**config.mk**
```make
export PLATFORM = sky130hd
export DESIGN_NAME = fifo_wr_arbiter
export DESIGN_NICKNAME = d
export VERILOG_FILES = /design/src/rtl/fifo_arb_pkg.sv /design/src/rtl/rr_pick.sv /design/src/rtl/fifo_wr_arbiter.sv
export SDC_FILE = /design/constraint.sdc
export NUM_CORES = 1
export LEC_CHECK = 0
export BUFFER_PORTS_ARGS = -buffer_cell sky130_fd_sc_hd__buf_2
export CAP_MARGIN = 20
export CORE_ASPECT_RATIO = 0.7
export CORE_MARGIN = 5
export CORE_UTILIZATION = 42
export CTS_CLUSTER_DIAMETER = 30
export DETAILED_ROUTE_END_ITERATION = 8
export PLACE_DENSITY_LB_ADDON = 0.15
export SYNTH_ARGS = -nofsm -noshare
export SYNTH_HDL_FRONTEND = slang
export SYNTH_HIERARCHICAL = 1
export SYNTH_SLANG_ARGS = --single-unit
```
**constraint.sdc**
```tcl
create_clock -name clk -period 2.4 [get_ports clk]
set_input_delay 0.48 -clock clk [delete_from_list [all_inputs] [get_ports clk]]
set_output_delay 0.48 -clock clk [all_outputs]
set_load 0.01 [all_outputs]
```
**src/rtl/fifo_arb_pkg.sv**
```systemverilog
// Shared definitions for the FIFO write-port arbiter: state encodings and
// widths common to the arbiter and the 32 x 8 FIFO it feeds.
package fifo_arb_pkg;

    typedef enum logic {
        IDLE = 1'b0,
        BUSY = 1'b1
    } arb_state_t;

    localparam int FIFO_DW    = 8;
    localparam int FIFO_DEPTH = 32;
    localparam int STAT_W     = 16;

endpackage

```
**src/rtl/rr_pick.sv**
```systemverilog
// Rotate-priority encoder: returns the first set bit of req at or after
// start, wrapping modulo N (N need not be a power of two).
module rr_pick #(
    parameter int N     = 4,
    parameter int IDX_W = $clog2(N)
) (
    input  logic [N-1:0]     req,
    input  logic [IDX_W-1:0] start,
    output logic             any,
    output logic [IDX_W-1:0] idx
);

    localparam logic [IDX_W:0] N_W = (IDX_W + 1)'(N);

    logic [IDX_W:0] sum [N];
    logic [IDX_W:0] pos [N];
    logic [N-1:0]   rot;

    // One extra bit of headroom keeps start+offset from overflowing before the wrap.
    generate
        for (genvar gi = 0; gi < N; gi++) begin : g_rot
            assign sum[gi] = {1'b0, start} + (IDX_W + 1)'(gi);
            assign pos[gi] = (sum[gi] >= N_W) ? (sum[gi] - N_W) : sum[gi];
            assign rot[gi] = req[pos[gi][IDX_W-1:0]];
        end
    endgenerate

    always_comb begin
        logic found;
        found = 1'b0;
        idx   = '0;
        any   = |req;
        for (int k = 0; k < N; k++) begin
            if (rot[k] && !found) begin
                idx   = pos[k][IDX_W-1:0];
                found = 1'b1;
            end
        end
    end

endmodule

```
**src/rtl/fifo_wr_arbiter.sv**
```systemverilog
// Round-robin, burst-capped arbiter driving the FIFO write port.
// Optional per-requester accepted-beat counters: define ARB_STATS_EN.
module fifo_wr_arbiter
    import fifo_arb_pkg::*;
#(
    parameter int N         = 4,
    parameter int DW        = FIFO_DW,
    parameter int MAX_BURST = 4,
    parameter int IDX_W     = $clog2(N)
) (
    input  logic              clk,
    input  logic              rstn,
    input  logic [N-1:0]      req,
    input  logic [N*DW-1:0]   req_data,
    input  logic              fifo_full,
    output logic [N-1:0]      gnt,
    output logic              fifo_wr_en,
    output logic [DW-1:0]     fifo_data,
    output logic [IDX_W-1:0]  owner,
    output logic              busy
`ifdef ARB_STATS_EN
    ,
    output logic [N*STAT_W-1:0] stat_beats
`endif
);

    localparam int BC_W = $clog2(MAX_BURST + 1);
    localparam logic [BC_W-1:0] LAST_BEAT = BC_W'(MAX_BURST - 1);

    arb_state_t      state_reg, state_next;
    logic [IDX_W-1:0] owner_reg, owner_next;
    logic [IDX_W-1:0] rr_ptr_reg, rr_ptr_next;
    logic [BC_W-1:0]  beat_cnt_reg, beat_cnt_next;

    logic [IDX_W-1:0] owner_inc;
    logic [IDX_W-1:0] pick_start;
    logic [IDX_W-1:0] pick_idx;
    logic             pick_any;
    logic             accept;
    logic             release_now;
    logic [DW-1:0]    slice [N];

    generate
        for (genvar gi = 0; gi < N; gi++) begin : g_slice
            assign slice[gi] = req_data[gi*DW +: DW];
        end
    endgenerate

    assign owner_inc  = (owner_reg == IDX_W'(N - 1)) ? '0 : owner_reg + 1'b1;
    // On release the search starts after the old owner, so it is considered last.
    assign pick_start = (state_reg == BUSY) ? owner_inc : rr_ptr_reg;

    rr_pick #(
        .N     (N),
        .IDX_W (IDX_W)
    ) u_pick (
        .req   (req),
        .start (pick_start),
        .any   (pick_any),
        .idx   (pick_idx)
    );

    assign accept      = (state_reg == BUSY) && req[owner_reg] && !fifo_full;
    assign release_now = (state_reg == BUSY) &&
                         ((accept && (beat_cnt_reg == LAST_BEAT)) || !req[owner_reg]);

    always_ff @(posedge clk) begin
        if (!rstn) begin
            state_reg    <= IDLE;
            owner_reg    <= '0;
            rr_ptr_reg   <= '0;
            beat_cnt_reg <= '0;
        end else begin
            state_reg    <= state_next;
            owner_reg    <= owner_next;
            rr_ptr_reg   <= rr_ptr_next;
            beat_cnt_reg <= beat_cnt_next;
        end
    end

    always_comb begin
        state_next    = state_reg;
        owner_next    = owner_reg;
        rr_ptr_next   = rr_ptr_reg;
        beat_cnt_next = beat_cnt_reg;
        case (state_reg)
            IDLE: begin
                if (pick_any) begin
                    state_next    = BUSY;
                    owner_next    = pick_idx;
                    beat_cnt_next = '0;
                end
            end
            BUSY: begin
                if (release_now) begin
                    rr_ptr_next   = owner_inc;
                    beat_cnt_next = '0;
                    if (pick_any) begin
                        owner_next = pick_idx;
                    end else begin
                        state_next = IDLE;
                    end
                end else if (accept) begin
                    beat_cnt_next = beat_cnt_reg + 1'b1;
                end
            end
            default: state_next = IDLE;
        endcase
    end

    always_comb begin
        busy       = (state_reg == BUSY);
        owner      = owner_reg;
        fifo_wr_en = accept;
        gnt        = accept ? (N'(1) << owner_reg) : '0;
        fifo_data  = busy ? slice[owner_reg] : '0;
    end

`ifdef ARB_STATS_EN
    logic [STAT_W-1:0] stat_reg [N];

    generate
        for (genvar gi = 0; gi < N; gi++) begin : g_stat
            always_ff @(posedge clk) begin
                if (!rstn) begin
                    stat_reg[gi] <= '0;
                end else if (gnt[gi] && (stat_reg[gi] != {STAT_W{1'b1}})) begin
                    stat_reg[gi] <= stat_reg[gi] + 1'b1;
                end
            end
            assign stat_beats[gi*STAT_W +: STAT_W] = stat_reg[gi];
        end
    endgenerate
`endif

endmodule
```
==> flow_summary_export.csv, run 1 <==
group,metric,value,unit
power,p_int,343.7,uW
floorplan,die_w,65.13,um
cts,cts_tree,"done",
layout,final_util,58.28,%
worst_setup_path,worstPathRequired,1.92,ns
power,p_sw,175.9,uW
cts,clockBufferDepth,2,
worst_setup_path,crit_arrival,1.69,ns
worst_setup_path,r2r_slack,0.32,ns
worst_setup_path,critPathLaunchType,"flop",
global_routing,antenna_found_initial,0,
yosys,synth.distinct_cells,25,
layout,syn_to_final_growth,35.99,%
power,power_leakage,0.6211,nW
sta,fmax,460.5,MHz
yosys,synth_area,893.4,um^2
global_routing,grt_use_total,15.35,%
cts,path_clk_slew,0.04,ns
layout,final_nets,195,
floorplan,dieHeight,48.59,um
yosys,ys_ff_latch,8,
cts,cts-root-buf,"clkbuf_4",
sta,period_share,90.48,%
detailed_routing,ant_nets,0,
placed_design,post-dp-hpwl,1894,um
worst_hold_path,hp-class,"flop to flop",
global_routing,grt-ovfl-total,0,
placed_design,gp_congestion,0.8037,
floorplan,io_pins,55,
cts,postCtsHoldBufs,0,
power,power.share.sequential,30.0,%
detailed_routing,drc_errors,0,
yosys,synth_top_family_by_area,"multiplexers",
detailed_routing,num_vias,901,
layout,diodes,0,
floorplan,start_util,42.86,%
floorplan,row_count,14,
layout,largest_register_ffs,3,
layout,fin_area,1215,um^2
cts,cts_setup_buffers,0,
worst_setup_path,reg2reg_from,"owner[0]$_SDFFE_PN0P_",
layout,final_cell_mix,"buf_2, nand2_1, and2_1",
global_routing,grt_pass1_vias,879,
yosys,yosys.area_share.simple,22.69,%
worst_setup_path,crit_path_max_fanout,12,
detailed_routing,routed_wl,2247,um
global_routing,grt_start_max_net_pins,16,
worst_setup_path,critical_path_class,"flop to output pin",
global_routing,grt_pass1_wl,3857,um
layout,multi_input_area,679.4,um^2
power,swShare,33.84,%
power,power_frac_comb,51.1,%
floorplan,core,2085,um^2
worst_setup_path,startpoint,"owner[0]$_SDFFE_PN0P_",
yosys,yosys_warnings,6,
sta,setup_viol,0,
yosys,synth_nets,138,
layout,layout-drive-gt1-share,49.32,%
layout,final_common_cell,"buf_2",
floorplan,die_area,3164,um^2
yosys,synth_fa_ha_area_share,8.403,%
detailed_routing,wl_per_cell,13.06,um
yosys,yosysSeqAreaShare,17.93,%
sta,maxSlewViolCount,0,
worst_setup_path,setup.worst_path.end,"gnt[2]",
sta,worst_pin_slew,0.3984,ns
yosys,synth_xor_area_share,0,%
power,ir_drop,0.3086,mV
cts,clk_latency,0.25,ns
layout,seq_area,160.2,um^2
detailed_routing,first_pass_iters,4,
yosys,syn_avg_cell_area,9.606,um^2
sta,post-route-min-period,2.172,ns
cts,cts_sinks,8,
outcome,status,"complete, no violations",
yosys,syn_inst,93,
worst_setup_path,r2r_cells,8,
flow_run,maxCapViolCount,0,
yosys,synth_mux_area_share,34.17,%
sta,grt_setup_unrepaired,"false",
yosys,synth_compound_area_share,10.78,%
placed_design,place_area,1192,um^2
cts,htree_levels,1,
cts,cts_resized,0,
detailed_routing,drt-vias-per-instance,5.238,
worst_setup_path,reg2reg_to,"owner[0]$_SDFFE_PN0P_",
sta,tns,0,ns
cts,cts_made_buffers,3,
power,clock_power_share,19.0,%
layout,n_fill_cell,206,
placed_design,numPortBuffers,54,
sta,skew,0.008638,ns
detailed_routing,first_iter_violations,42,
sta,relSlewSlack,73.40,%
sta,hold_viol_final,0,
worst_setup_path,setup.worst_path.end_class,"output pin",
power,p_per_area,427.7,nW/um^2
-- worst min path at each step --
stage | cells past startpoint | startpoint | slack (ns) | endpoint
detailed placement | 2 | rr_ptr_reg[1]$_SDFFE_PN0P_ | 0.46 | rr_ptr_reg[1]$_SDFFE_PN0P_
global route | 2 | rr_ptr_reg[1]$_SDFFE_PN0P_ | 0.48 | rr_ptr_reg[1]$_SDFFE_PN0P_
finish | 2 | rr_ptr_reg[1]$_SDFFE_PN0P_ | 0.46 | rr_ptr_reg[1]$_SDFFE_PN0P_
global placement | 2 | beat_cnt_reg[2]$_SDFFE_PN0P_ | 0.44 | beat_cnt_reg[2]$_SDFFE_PN0P_
CTS | 2 | rr_ptr_reg[1]$_SDFFE_PN0P_ | 0.46 | rr_ptr_reg[1]$_SDFFE_PN0P_
floorplan | 2 | rr_ptr_reg[1]$_SDFFE_PN0P_ | 0.43 | rr_ptr_reg[1]$_SDFFE_PN0P_
-- kinds of logic after synthesis --
group,Yosys count
and+or+nand+nor,38
muxes,19
buffers and inverters,12
AOI/OAI and AO/OA,10
DFF,8
adders and majority gates,6
-- metrics by stage --
stage,setup WS (ns),power [mW],cells,hold slack [ns]
finish,0.2284,0.5196,172,0.4643
global route,0.1017,0.5683,172,0.4794
CTS,0.1961,0.5274,172,0.4636
detailed placement,0.3273,0.4251,169,0.4573
global placement,0.3534,0.4184,169,0.4445
floorplan,0.2163,0.3376,93,0.4306
-- per-layer routing --
layer / vias to the layer above / GRT usage (%) / part of all wire, %
li1: 451 / - / -
met1: 417 / 19.86 / 44
met2: 31 / 24.96 / 46
met3: 2 / 5.093 / 10
met4: 0 / 3.103 / 0.27
met5: - / 0 / 0
-- critical path, stage by stage (launching register included) --
cell and delay [ns]:
dfxtp_1 0.40, mux4_2 0.68, and3_1 0.23, buf_2 0.13
-- Yosys cell counts (all sizes together) --
cell,number,area [um^2]
mux2,2,22.52
or4,1,7.510
mux2i,8,80.08
a311oi,1,8.760
o2bb2a,1,10.01
a21oi,3,15.01
nand2b,2,12.51
and2,10,62.56
nand2,11,41.29
a31oi,2,42.54
mux4,9,202.7
buf,2,16.26
inv,6,22.52
nand3,1,5.000
nor2,3,11.26
o21ai,1,5.000
a21boi,2,15.01
ha,6,75.07
nand4,3,18.77
and3,4,25.02
nor2b,3,18.77
dfxtp,8,160.2
clkbuf,4,15.01
-- cell type report --
class,instances,share of cell area (%)
repair buffers,58,24.72
well taps,24,2.472
inverters,6,1.854
clock buffers,3,1.854
multi-input cells,73,55.92
flip-flops and latches,8,13.18
-- power by group through the flow --
stage               Clock [mW]  Sequential, mW  Combinational, mW
global placement             0           0.158              0.260
global route             0.115           0.158              0.295
CTS                      0.104           0.156              0.267
floorplan                    0           0.160              0.178
finish                  0.0985           0.156              0.265
detailed placement           0           0.159              0.266
Power figures use the tool's default switching activity.
==> run 2, diff against run 1 <==
--- a/config.mk
+++ b/config.mk
@@ -9,11 +9,11 @@
 export CAP_MARGIN = 20
 export CORE_ASPECT_RATIO = 0.7
 export CORE_MARGIN = 5
-export CORE_UTILIZATION = 42
+export CORE_UTILIZATION = 45
 export CTS_CLUSTER_DIAMETER = 30
 export DETAILED_ROUTE_END_ITERATION = 8
 export PLACE_DENSITY_LB_ADDON = 0.15
+export RECOVER_POWER = 25
 export SYNTH_ARGS = -nofsm -noshare
 export SYNTH_HDL_FRONTEND = slang
-export SYNTH_HIERARCHICAL = 1
 export SYNTH_SLANG_ARGS = --single-unit
==> constraint.sdc (replaced) <==
create_clock -name clk -period 2.8 [get_ports clk]
set_input_delay 0.56 -clock clk [delete_from_list [all_inputs] [get_ports clk]]
set_output_delay 0.56 -clock clk [all_outputs]
set_load 0.01 [all_outputs]
==> run 2 against run 1 <==
Effect of this change:
- flip-flop and latch count stayed put
- total power is 1.6% lower
- area after synthesis is 1.8% higher
- first-iteration DRC count is 33% lower
- wire length is 12% higher
- synthesized cell count is 3.2% higher
- global-route usage is 1.3 points higher
- worst hold slack better by 0.010 ns
- die area is 4.1% lower
- largest power group unchanged
- highest routed layer unchanged
==> flow_summary_export.csv, run 2 <==
group,metric,value,unit
outcome,status,"complete, no violations",
yosys,yosysSeqAreaShare,17.61,%
cts,cts-root-buf,"clkbuf_4",
worst_setup_path,crit_slowest_cell,"mux4_2",
placed_design,numPortBuffers,54,
layout,fin_area,1212,um^2
cts,cts_made_buffers,3,
sta,skew,0.001426,ns
cts,cts_resized,0,
yosys,synthArstFlopShare,0,%
sta,tns,0,ns
placed_design,place_inst,170,
detailed_routing,ant_nets,0,
cts,htree_levels,1,
detailed_routing,routed_wl,2512,um
power,ir_drop,0.3959,mV
sta,worst_hold_slack,0.4746,ns
sta,grt_setup_unrepaired,"false",
power,p_sw,181.6,uW
power,swShare,35.52,%
worst_setup_path,cpPeakStageDelay,0.63,ns
power,clock_power_share,16.5,%
cts,clockBufferDepth,2,
global_routing,grt_pass1_vias,853,
layout,syn_to_final_growth,33.29,%
sta,setup_viol,0,
worst_setup_path,critPathLaunchType,"flop",
layout,final_cell_mix,"buf_2, and2_1, mux4_2",
worst_setup_path,worstPathRequired,2.24,ns
cts,cts_setup_buffers,0,
sta,fmax,397.0,MHz
worst_setup_path,critical_path_class,"flop to output pin",
yosys,synth_nets,141,
detailed_routing,first_pass_iters,4,
sta,maxSlewViolCount,0,
cts,clk_latency,0.25,ns
yosys,yosys.area.top_type,"mux4_2",
floorplan,row_count,13,
yosys,ys_ff_latch,8,
layout,largest_register_ffs,3,
sta,hold_viol_final,0,
power,power_frac_comb,52.6,%
layout,n_fill_cell,170,
worst_hold_path,hp-class,"flop to flop",
cts,path_clk_slew,0.05,ns
global_routing,grt_use_total,16.68,%
global_routing,grt_start_max_net_pins,19,
sta,post-route-min-period,2.519,ns
layout,final_util,64.26,%
layout,layout-drive-gt1-share,47.02,%
worst_setup_path,cp_num_buf_inv,1,
detailed_routing,first_iter_violations,28,
cts,postCtsHoldBufs,0,
layout,final_common_cell,"buf_2",
yosys,synth.cells.most_frequent,"and2_1, mux4_2, dfxtp_1",
power,finalPower,511.3,uW
yosys,syn_avg_cell_area,9.475,um^2
sta,worst_pin_slew,0.5669,ns
power,p_per_area,421.7,nW/um^2
layout,final_nets,198,
detailed_routing,num_vias,947,
layout,diodes,0,
floorplan,dieHeight,47.62,um
yosys,synth_top_area_share,22.28,%
power,power_leakage,0.5511,nW
yosys,syn_inst,96,
sta,relSlewSlack,62.16,%
global_routing,antenna_found_initial,0,
floorplan,die_w,63.74,um
cts,cts_tree,"done",
detailed_routing,wl_per_cell,14.52,um
yosys,synth.distinct_cells,34,
worst_setup_path,cp_cell_sequence,"mux4_2 -> nor3b_4 -> and2_1 -> buf_2",
yosys,ys_top_cells_by_area,"mux4_2, dfxtp_1, and2_1",
yosys,synth_edf_count,0,
floorplan,start_util,48.21,%
yosys,synth-main-ff-cell,"dfxtp_1",
worst_setup_path,crit_path_max_fanout,12,
floorplan,io_pins,55,
placed_design,gp_congestion,0.9018,
worst_setup_path,crit_arrival,1.96,ns
flow_run,maxCapViolCount,0,
global_routing,grt-ovfl-total,0,
sta,setup_ws,0.2811,ns
sta,period_share,89.96,%
floorplan,die_area,3035,um^2
placed_design,place_area,1201,um^2
detailed_routing,drc_errors,0,
global_routing,grt_pass1_wl,3946,um
worst_setup_path,critPathTopFamily,"multiplexers",
placed_design,post-dp-hpwl,2130,um
detailed_routing,drt-vias-per-instance,5.474,
power,p_int,329.7,uW
yosys,synth_area,909.6,um^2
placed_design,post-place-ws,0.5138,ns
yosys,yosysMostFrequentCell,"and2_1",
floorplan,core,1887,um^2
yosys,yosys_warnings,0,
cts,cts_sinks,8,
worst_setup_path,setup.worst_path.end_class,"output pin",
layout,instances_no_fill,173,
power,power.share.sequential,30.9,%
run 2: worst paths after layout:
kind | from | endpoint | slack (ns) | depth (start not counted)
worst max-delay path | owner[0]$_SDFFE_PN0P_ | gnt[1] | 0.28 | 4
worst min-delay path | beat_cnt_reg[1]$_SDFFE_PN0P_ | beat_cnt_reg[1]$_SDFFE_PN0P_ | 0.47 | 2
worst max register to register | owner[1]$_SDFFE_PN0P_ | owner[0]$_SDFFE_PN0P_ | 0.54 | 6
worst min register to register | beat_cnt_reg[1]$_SDFFE_PN0P_ | beat_cnt_reg[1]$_SDFFE_PN0P_ | 0.47 | 2
run 2: per-layer routing:
metal	GRT usage (%)	up-vias	routed length, um
met2	27.73	29	1227
met4	3.734	0	12
met5	0	-	0
met3	5.869	2	199
li1	-	470	-
met1	21.39	446	1072
run 2: cell type report:
class | count | area (um^2) | area share [%]
inverter | 7 | 26.28 | 2.167
multi-input combinational | 76 | 690.7 | 56.97
sequential | 8 | 160.2 | 13.21
tap | 22 | 27.53 | 2.270
timing repair buffer | 57 | 285.3 | 23.53
clock buffer | 3 | 22.52 | 1.858
run 2: kinds of logic (layout without fill, tap and decap cells):
logic type / count (synthesis) / count (layout) / synth area share, %
compound gates: 18 / 18 / 14.86
fa+ha+maj: 6 / 6 / 8.253
buf+inv: 12 / 67 / 6.053
flops: 8 / 8 / 17.61
mux: 13 / 13 / 26.96
simple gates: 39 / 39 / 26.27
run 2: power by group through the flow:
| stage | sequential (mW) | combinational, mW | clock, mW |
|---|---|---|---|
| floorplan | 0.143 | 0.204 | 0 |
| global placement | 0.160 | 0.271 | 0 |
| detailed placement | 0.161 | 0.273 | 0 |
| CTS | 0.159 | 0.274 | 0.0875 |
| global route | 0.164 | 0.296 | 0.0983 |
| finish | 0.158 | 0.269 | 0.0843 |
run 2: worst reg2reg max path: stages, from the launching register on:
cell and delay [ns]:
dfxtp_1 0.67, inv_1 0.14, ha_1 0.37, mux2_2 0.32
mux2i_1 0.13, a222oi_1 0.33, a31oi_1 0.16
==> run 3, diff against run 2 <==
--- a/config.mk
+++ b/config.mk
@@ -8,7 +8,6 @@
 export BUFFER_PORTS_ARGS = -buffer_cell sky130_fd_sc_hd__buf_2
 export CAP_MARGIN = 20
 export CORE_ASPECT_RATIO = 0.7
-export CORE_MARGIN = 5
 export CORE_UTILIZATION = 45
 export CTS_CLUSTER_DIAMETER = 30
 export DETAILED_ROUTE_END_ITERATION = 8
==> run 3 against run 2 <==
Effect of this change:
- clock power is 4.3% higher
- global-route usage up 4.7 points
- clock-buffer cell count unchanged
- non-clock buffer count is 1 lower
- flip-flop and latch count is the same
==> flow_summary_export.csv, run 3 (synthesis results as in run 2) <==
group,metric,value,unit
layout,final_common_cell,"buf_2",
sta,fmax,406.1,MHz
placed_design,post-dp-hpwl,1866,um
global_routing,grt_pass1_wl,3415,um
floorplan,die_area,2208,um^2
layout,largest_register_ffs,3,
sta,maxSlewViolCount,0,
sta,post-route-min-period,2.463,ns
worst_setup_path,setup.worst_path.end_class,"output pin",
global_routing,antenna_found_initial,0,
layout,final_cell_mix,"buf_2, and2_1, mux4_2",
cts,cts_tree,"done",
floorplan,start_util,48.63,%
floorplan,dieHeight,39.62,um
sta,relSlewSlack,51.29,%
global_routing,grt_use_total,21.34,%
layout,seq_area,160.2,um^2
cts,clockBufferDepth,2,
sta,hold_viol_final,0,
detailed_routing,wl_per_cell,13.37,um
global_routing,grt_start_max_net_pins,19,
cts,postCtsHoldBufs,0,
sta,skew,0.008545,ns
floorplan,io_pins,55,
power,ir_drop,0.3086,mV
cts,htree_levels,1,
layout,layout-drive-gt1-share,47.33,%
cts,cts_setup_buffers,0,
worst_setup_path,crit_arrival,1.90,ns
detailed_routing,drt-vias-per-instance,5.669,
placed_design,place_inst,169,
sta,grt_setup_unrepaired,"false",
worst_setup_path,crit_path_max_fanout,14,
cts,cts_resized,0,
outcome,status,"complete, no violations",
sta,worst_pin_slew,0.7239,ns
layout,diodes,0,
power,finalPower,516.2,uW
power,p_per_area,426.2,nW/um^2
cts,clk_latency,0.26,ns
sta,period_share,87.95,%
layout,n_fill_cell,179,
sta,setup_viol,0,
cts,path_clk_slew,0.06,ns
layout,syn_to_final_growth,33.15,%
placed_design,gp_congestion,0.8573,
sta,setup_ws,0.3375,ns
detailed_routing,num_vias,975,
cts,cts_made_buffers,3,
floorplan,row_count,13,
worst_setup_path,critical_path_class,"flop to output pin",
flow_run,maxCapViolCount,0,
floorplan,die_w,55.74,um
worst_hold_path,hp-class,"flop to flop",
placed_design,numPortBuffers,54,
global_routing,grt_pass1_vias,729,
detailed_routing,first_pass_iters,6,
floorplan,core,1871,um^2
cts,cts_sinks,8,
worst_setup_path,critPathLaunchType,"flop",
sta,tns,0,ns
power,power_leakage,0.5477,nW
detailed_routing,drc_errors,0,
worst_setup_path,worstPathRequired,2.24,ns
detailed_routing,first_iter_violations,31,
layout,final_nets,197,
layout,instances_no_fill,172,
cts,cts-root-buf,"clkbuf_4",
global_routing,grt-ovfl-total,0,
detailed_routing,routed_wl,2300,um
layout,multi_input_area,694.4,um^2
placed_design,post-place-ws,0.5034,ns
detailed_routing,ant_nets,0,
-- run 3: where the power goes --
group          switching [mW]  internal (mW)
Combinational           0.120          0.155
Clock                  0.0389         0.0490
Sequential             0.0280          0.126
Total                   0.187          0.330
-- run 3: critical path: stages (launching register included) --
cell and delay [ns]:
dfxtp_1 0.68, mux4_2 0.39, nor3b_4 0.28, and2_1 0.16, buf_2 0.12
-- run 3: worst paths after layout --
path / end / cells past startpoint / startpoint / slack, ns
worst max-delay path: gnt[1] / 4 / owner[1]$_SDFFE_PN0P_ / 0.34
worst min-delay path: beat_cnt_reg[0]$_SDFFE_PN0P_ / 1 / beat_cnt_reg[0]$_SDFFE_PN0P_ / 0.47
worst max register to register: owner[0]$_SDFFE_PN0P_ / 6 / owner[1]$_SDFFE_PN0P_ / 0.53
worst min register to register: beat_cnt_reg[0]$_SDFFE_PN0P_ / 1 / beat_cnt_reg[0]$_SDFFE_PN0P_ / 0.47
-- run 3: stage by stage --
step	utilization (%)	hold slack [ns]	area [um^2]
2_1_floorplan	-	0.4459	909.6
4_1_cts	65.02	0.4741	1216
3_3_place_gp	63.81	0.4556	1194
5_1_grt	64.75	0.5034	1211
6_report	64.75	0.4710	1211
3_5_place_dp	63.81	0.4663	1194
-- run 3: area by class of cell --
cell class                      instances  share of cell area (%)
Clock buffer                            3                   1.860
Inverter                                7                   2.169
Multi-Input combinational cell         76                   57.33
Sequential cell                         8                   13.22
Tap cell                               22                   2.273
Timing Repair Buffer                   56                   23.14
-- run 3: layer usage --
layer	vias up	track usage (%)	wire, um
li1	469	-	-
met4	0	7.500	17
met3	2	7.591	153
met5	-	0	0
met2	36	33.43	1100
met1	468	27.45	1029
